`config.mk`:
```
export PLATFORM = sky130hd
export DESIGN_NAME = t08_instr_responder
export DESIGN_NICKNAME = d
export VERILOG_FILES = /design/src/rtl/t08_instr_pkg.sv /design/src/rtl/t08_instr_timeout.sv /design/src/rtl/t08_instr_responder.sv
export SDC_FILE = /design/constraint.sdc
export NUM_CORES = 1
export LEC_CHECK = 0
export ABC_AREA = 1
export BUFFER_PORTS_ARGS = -buffer_cell sky130_fd_sc_hd__buf_2
export CAP_MARGIN = 30
export CORE_AREA = 2 2 123 125
export DETAILED_ROUTE_END_ITERATION = 16
export DIE_AREA = 0 0 125 127
export SYNTH_ARGS = -nofsm -noshare
export SYNTH_HDL_FRONTEND = slang
export SYNTH_SLANG_ARGS = --single-unit
```
`constraint.sdc`:
```
create_clock -name clk -period 1.8 [get_ports clk]
set_clock_uncertainty 0.05 [all_clocks]
set_input_delay 0.27 -clock clk [delete_from_list [all_inputs] [get_ports clk]]
set_output_delay 0.27 -clock clk [all_outputs]
set_load 0.01 [all_outputs]
```
`src/rtl/t08_instr_pkg.sv`:
```
// Shared types and constants for the t08 instruction-side responder.
package t08_instr_pkg;

  typedef enum logic [1:0] {
    IDLE  = 2'd0,
    BUSY  = 2'd1,
    RETRY = 2'd2
  } instr_state_t;

  localparam logic [31:0] WORD_MASK = 32'hFFFF_FFFC;

endpackage

```
`src/rtl/t08_instr_timeout.sv`:
```
// Wait counter for an outstanding fetch: counts enabled cycles, flags the last allowed one.
// Purely registered count with a combinational terminal flag; no handshake of its own.
module t08_instr_timeout #(
  parameter int TIMEOUT_CYCLES = 255
) (
  input  logic clk,
  input  logic rst,
  input  logic clr,
  input  logic en,
  output logic tc
);

  localparam int CW = (TIMEOUT_CYCLES > 2) ? $clog2(TIMEOUT_CYCLES) : 1;

  logic [CW-1:0] count_q;
  logic [CW-1:0] count_d;

  always_comb begin
    count_d = count_q;
    if (clr) begin
      count_d = '0;
    end else if (en) begin
      count_d = count_q + 1'b1;
    end
  end

  assign tc = (count_q == CW'(TIMEOUT_CYCLES - 1));

  always_ff @(posedge clk) begin
    if (rst) begin
      count_q <= '0;
    end else begin
      count_q <= count_d;
    end
  end

endmodule

```
`src/rtl/t08_instr_responder.sv`:
```
// Instruction fetch responder: one-entry tagged buffer in front of a req/ack memory port.
// Hits add no latency; a miss costs one cycle to issue plus the ack delay, and freeze holds the PC meanwhile.
module t08_instr_responder
  import t08_instr_pkg::*;
#(
  parameter int TIMEOUT_CYCLES = 255
) (
  input  logic        clk,
  input  logic        rst,
  input  logic [31:0] program_counter,
  input  logic        fetch_en,
  input  logic        ext_freeze,
  input  logic        flush,
  input  logic        mem_ack,
  input  logic [31:0] mem_rdata,
  output logic        mem_read,
  output logic [31:0] mem_address,
  output logic [31:0] instruction,
  output logic        instruction_valid,
  output logic        freeze,
  output logic        fetch_error
);

  instr_state_t state_q, state_d;
  logic [31:0]  req_addr_q, req_addr_d;
  logic         drop_q, drop_d;
  logic         buf_valid_q, buf_valid_d;
  logic [31:0]  buf_tag_q, buf_tag_d;
  logic [31:0]  buf_data_q, buf_data_d;
  logic         fetch_error_q, fetch_error_d;

  logic         timer_clr;
  logic         timer_en;
  logic         timer_tc;
  logic [31:0]  pc_word;
  logic         hit;

  assign pc_word = program_counter & WORD_MASK;
  assign hit     = buf_valid_q && (buf_tag_q == pc_word);

  assign instruction_valid = fetch_en && hit;
  assign freeze            = ext_freeze || (fetch_en && !hit);
  assign instruction       = buf_data_q;
  assign mem_read          = (state_q == BUSY);
  assign mem_address       = (state_q == BUSY) ? req_addr_q : 32'h0;
  assign fetch_error       = fetch_error_q;

  t08_instr_timeout #(
    .TIMEOUT_CYCLES(TIMEOUT_CYCLES)
  ) u_timeout (
    .clk (clk),
    .rst (rst),
    .clr (timer_clr),
    .en  (timer_en),
    .tc  (timer_tc)
  );

  always_comb begin
    state_d       = state_q;
    req_addr_d    = req_addr_q;
    drop_d        = drop_q;
    buf_valid_d   = buf_valid_q;
    buf_tag_d     = buf_tag_q;
    buf_data_d    = buf_data_q;
    fetch_error_d = fetch_error_q;
    timer_clr     = 1'b1;
    timer_en      = 1'b0;

    case (state_q)
      IDLE: begin
        if (fetch_en && !hit) begin
          req_addr_d = pc_word;
          drop_d     = 1'b0;
          state_d    = BUSY;
        end
      end
      BUSY: begin
        timer_clr = 1'b0;
        if (flush) begin
          drop_d = 1'b1;
        end
        if (mem_ack) begin
          // A flush in the ack cycle must also discard the returning word.
          if (!drop_q && !flush) begin
            buf_tag_d   = req_addr_q;
            buf_data_d  = mem_rdata;
            buf_valid_d = 1'b1;
          end
          state_d = IDLE;
        end else if (timer_tc) begin
          fetch_error_d = 1'b1;
          state_d       = RETRY;
        end else begin
          timer_en = 1'b1;
        end
      end
      RETRY: begin
        state_d = IDLE;
      end
      default: begin
        state_d = IDLE;
      end
    endcase

    if (flush) begin
      buf_valid_d = 1'b0;
    end
  end

  always_ff @(posedge clk) begin
    if (rst) begin
      state_q       <= IDLE;
      req_addr_q    <= 32'h0;
      drop_q        <= 1'b0;
      buf_valid_q   <= 1'b0;
      buf_tag_q     <= 32'h0;
      buf_data_q    <= 32'h0;
      fetch_error_q <= 1'b0;
    end else begin
      state_q       <= state_d;
      req_addr_q    <= req_addr_d;
      drop_q        <= drop_d;
      buf_valid_q   <= buf_valid_d;
      buf_tag_q     <= buf_tag_d;
      buf_data_q    <= buf_data_d;
      fetch_error_q <= fetch_error_d;
    end
  end

endmodule

```
==> results.txt <==
----------------------------------------------------
[Global routing]
  Number of global-route vias before repair ... between 4000 and 5000
  Wire length of the first global-routing pass ... 21100 microns
  Initial antenna violation count ... 0
  Total grt overflow ... 0
  Global routing usage summed across all routing layers ... approximately 16%
  Maximum number of pins on one net before global-route repair ... 62

[STA]
  Fin worst setup slack ... -0.174 ns
  Max Fclk ... ~510 MHz
  Final setup violation count ... 34
  Post-Route Setup TNS ... -2.26 ns
  Max Slew Vio Count ... 0
  Crit share post-route ... 110%
  Hold violation total from the final report ... 0
  Shortest period the worst path allows ... ~2.0 ns
  RSZ-0062 raised after global routing ... yes

[Worst setup path]
  Crit-path max FO ... 3
  Dominant cell type by count on the critical path ... sky130_fd_sc_hd__nand2_1
  Startpoint kind of the worst setup timing path ... flop
  Setup slack on the worst flop-to-flop path ... -0.09 ns
  Crit path largest cell delay ... approximately 0.34 ns
  Worst-path cell chain ... inv_2 -> nand2_1 -> nand2_1 -> inv_1 -> nand2_1 -> nor2_2 -> nand2_1 -> nor2_2 -> nand2_4 -> a21o_1 -> buf_2
  Worst Path Arrival ... 1.65 ns
  Critical setup path kind ... reg2out
  Critical path required time ... roughly 1.5 ns
  Element type at the critical path end ... output pin
  Buffers plus inverters on the worst setup path ... 3
  Family with the most delay on the worst path ... simple AND/OR/NAND/NOR gates
  CP max stage cell ... sky130_fd_sc_hd__dfxtp_2

[Yosys]
  Seq cells post-synth ... about 110
  Number of instances in the synthesized netlist ... ~750
  Part of the Yosys area used for sequential elements ... a little over two fifths
  Top cells by area in the synthesized netlist ... sky130_fd_sc_hd__dfxtp_1, sky130_fd_sc_hd__nor2_1, sky130_fd_sc_hd__nand2_1
  Cell type contributing the most total cell area after synthesis ... sky130_fd_sc_hd__dfxtp_1
  Dominant register cell in the synthesized netlist ... sky130_fd_sc_hd__dfxtp_1
  Syn Area/Cell ... 6.70 sq um
  Cell Area, Synth ... 5010 sq um
  Count of warnings emitted by yosys ... 0
  Top cell types by occurrence after synthesis ... sky130_fd_sc_hd__nor2_1, sky130_fd_sc_hd__nand2_1, sky130_fd_sc_hd__inv_1
  Cell with the most instances after synthesis ... sky130_fd_sc_hd__nor2_1
  EDFF count, synth ... 0
  Library cells used by synthesis ... 32
  Post-synth top area share ... around two fifths
  Proportion of register bits with asynchronous set or reset after synthesis ... 0%

[Clock tree]
  Clock slew at reported path FFs ... about 0.070 ns
  Worst-case clock buffer depth ... 2
  # hold bufs at CTS ... 0
  CTS H-tree depth ... 3
  Total clock sinks ... approximately 110
  TritonCTS clock tree ... built
  CTS root buffer ... sky130_fd_sc_hd__clkbuf_16
  Latest clock arrival within the worst-skew pair ... between 0.3 and 0.4 ns
  TritonCTS buffer count ... 9

[Route]
  Wire per inst ... between 10 and 15 microns
  Detailed-route DRC error count ... 0
  Detail Route Antenna Nets ... 0
  Total detailed-routing wirelength ... between 10000 and 15000 microns
  Starting DRT DRC Count ... slightly above 200
  Number of vias in the routed layout ... roughly 4700
  Number of search-and-repair iterations in the first detailed-routing pass ... 5
  Post-DR vias/cell ... roughly 4.4

[Place]
  Placer Congestion ... about 0.74
  Hpwl dp ... 8760 microns
  IO buf count ... ~130
  Total instance count after detailed placement ... 1039
  Post-DP Area ... 5830 sq um

[Floorplanning]
  Die Height ... 127 microns
  Starting density of the core ... about a third
  Placement row count ... 44
  Die Width ... between 100 and 150 microns
  Core ar. ... 14400 sq um
  DIE AREA ... approximately 16000 sq um
  Io pins ... about 140

[Power]
  PD cells ... 837 nW/um^2
  Leak pwr ... between 3 and 4 nW
  Maximum vdd drop ... about 0.69 mV
  Overall power after layout ... 5.34 mW

[Worst hold path]
  HP Class ... in2reg

[Job]
  Max-capacitance violation count ... 0

[Final layout]
  Fillcell total ... 1575
  Fin nets ... 943
  Total non-filler cell area in the finished layout ... 6380 sq um
  Antenna fix cells ... 0
  Area growth from synthesis to layout ... 27.4%
  Final Instance Count excl. Fillers ... between 1000 and 1500
  Fraction of layout cells with a size suffix above 1 ... between 20% and 30%

[Outcome]
  Outcome ... complete, but fails checks
  Violated checks ... negative setup slack

----------------------------------------------------
-- path summary, 6_finish.rpt --
check	start	end	cells past startpoint
max	buf_tag_q[9]	freeze	11
min	flush	buf_valid_q	2
max reg2reg	buf_tag_q[9]	req_addr_q[19]	16
min reg2reg	fetch_error	fetch_error	1
-- cells in the final DEF (no fill, tap or decap), types with 3 or more instances in the layout --
cell type	instances
sky130_fd_sc_hd__clkinv_4	3
sky130_fd_sc_hd__clkinv_1	5
sky130_fd_sc_hd__dfxtp_1	95
sky130_fd_sc_hd__nor2_2	14
sky130_fd_sc_hd__inv_1	124
sky130_fd_sc_hd__a21oi_1	37
sky130_fd_sc_hd__nand3_1	3
sky130_fd_sc_hd__buf_12	7
sky130_fd_sc_hd__inv_2	13
sky130_fd_sc_hd__o21ai_0	64
sky130_fd_sc_hd__nor2_1	129
sky130_fd_sc_hd__clkbuf_16	12
sky130_fd_sc_hd__nand4_1	33
sky130_fd_sc_hd__nand2_4	4
sky130_fd_sc_hd__buf_4	6
sky130_fd_sc_hd__nand2_1	125
sky130_fd_sc_hd__dfxtp_2	10
sky130_fd_sc_hd__a21o_1	3
sky130_fd_sc_hd__xor2_1	3
sky130_fd_sc_hd__nand2_2	24
sky130_fd_sc_hd__buf_2	133
sky130_fd_sc_hd__xnor2_1	3
sky130_fd_sc_hd__xnor2_2	3
-- metal layers --
layer / part of all wire, % / track usage (%)
met1: 46 / 20.4
met2: 47 / 27.6
met3: 5.7 / 5.57
met4: 1.0 / 3.79
met5: 0 / 0
-- cell type report --
type	count	area, sq um	area share [%]
clock inverter	5	63.8	1.00
tap	184	230	3.61
timing repair buffer	152	963	15.1
sequential	105	2110	33.1
clock buffer	11	253	3.96
multi-input combinational	460	2220	34.8
inverter	143	539	8.45
-- worst register-to-register path: stages (launching register included) --
cell	delay [ns]
sky130_fd_sc_hd__dfxtp_2	0.34
sky130_fd_sc_hd__inv_2	0.03
sky130_fd_sc_hd__nand2_1	0.04
sky130_fd_sc_hd__nand2_1	0.05
sky130_fd_sc_hd__inv_1	0.05
sky130_fd_sc_hd__nand2_1	0.05
sky130_fd_sc_hd__nor2_2	0.13
sky130_fd_sc_hd__nand2_1	0.08
sky130_fd_sc_hd__nor2_2	0.16
sky130_fd_sc_hd__nand2_4	0.08
sky130_fd_sc_hd__buf_4	0.14
sky130_fd_sc_hd__buf_6	0.12
sky130_fd_sc_hd__nand3_4	0.14
sky130_fd_sc_hd__clkbuf_16	0.20
sky130_fd_sc_hd__nand2_2	0.04
sky130_fd_sc_hd__inv_1	0.04
sky130_fd_sc_hd__nor2_1	0.04
-- sequential cells by signal (all words and copies together) (netlist names) --
register,cells
drop_q,1
u_timeout.count_q,8
fetch_error,1
buf_tag_q,30
req_addr_q,30
state_q,2
instruction,32
buf_valid_q,1
-- kinds of logic after synthesis --
family | after synthesis | synth area share (%)
and+or+nand+nor | 340 | 29.1
adders and majority gates | 2 | 0.499
xor gates and xnor gates | 9 | 1.57
buffers and inverters | 184 | 15.9
AOI/OAI and AO/OA | 107 | 10.9
other | 1 | 0.0749
DFF | 105 | 42.0
-- power by group --
| group | internal (mW) | switching, mW |
|---|---|---|
| Sequential | 2.43 | 0.0440 |
| Combinational | 0.317 | 0.465 |
| Clock | 1.16 | 0.921 |
| Total | 3.91 | 1.43 |
-- per-stage QoR --
| step | worst slack, ns | hold slack, ns | util [%] |
|---|---|---|---|
| finish | -0.174 | 0.0725 | 44.3 |
| CTS | -0.175 | 0.0548 | 43.1 |
| floorplan | 0.266 | 0.289 | - |
| global placement | 0.0631 | 0.382 | 40.4 |
| detailed placement | 0.0493 | 0.384 | 40.4 |
| global route | -0.310 | 0.0604 | 44.3 |
-- what timing repair did --
item | CTS | global route
pin swaps | 8 | 9
resized for setup | 18 | 41
setup buffers | 2 | 1
endpoints found under the setup margin | 32 | 64
cloned | 0 | 3
Power figures use the tool's default switching activity.
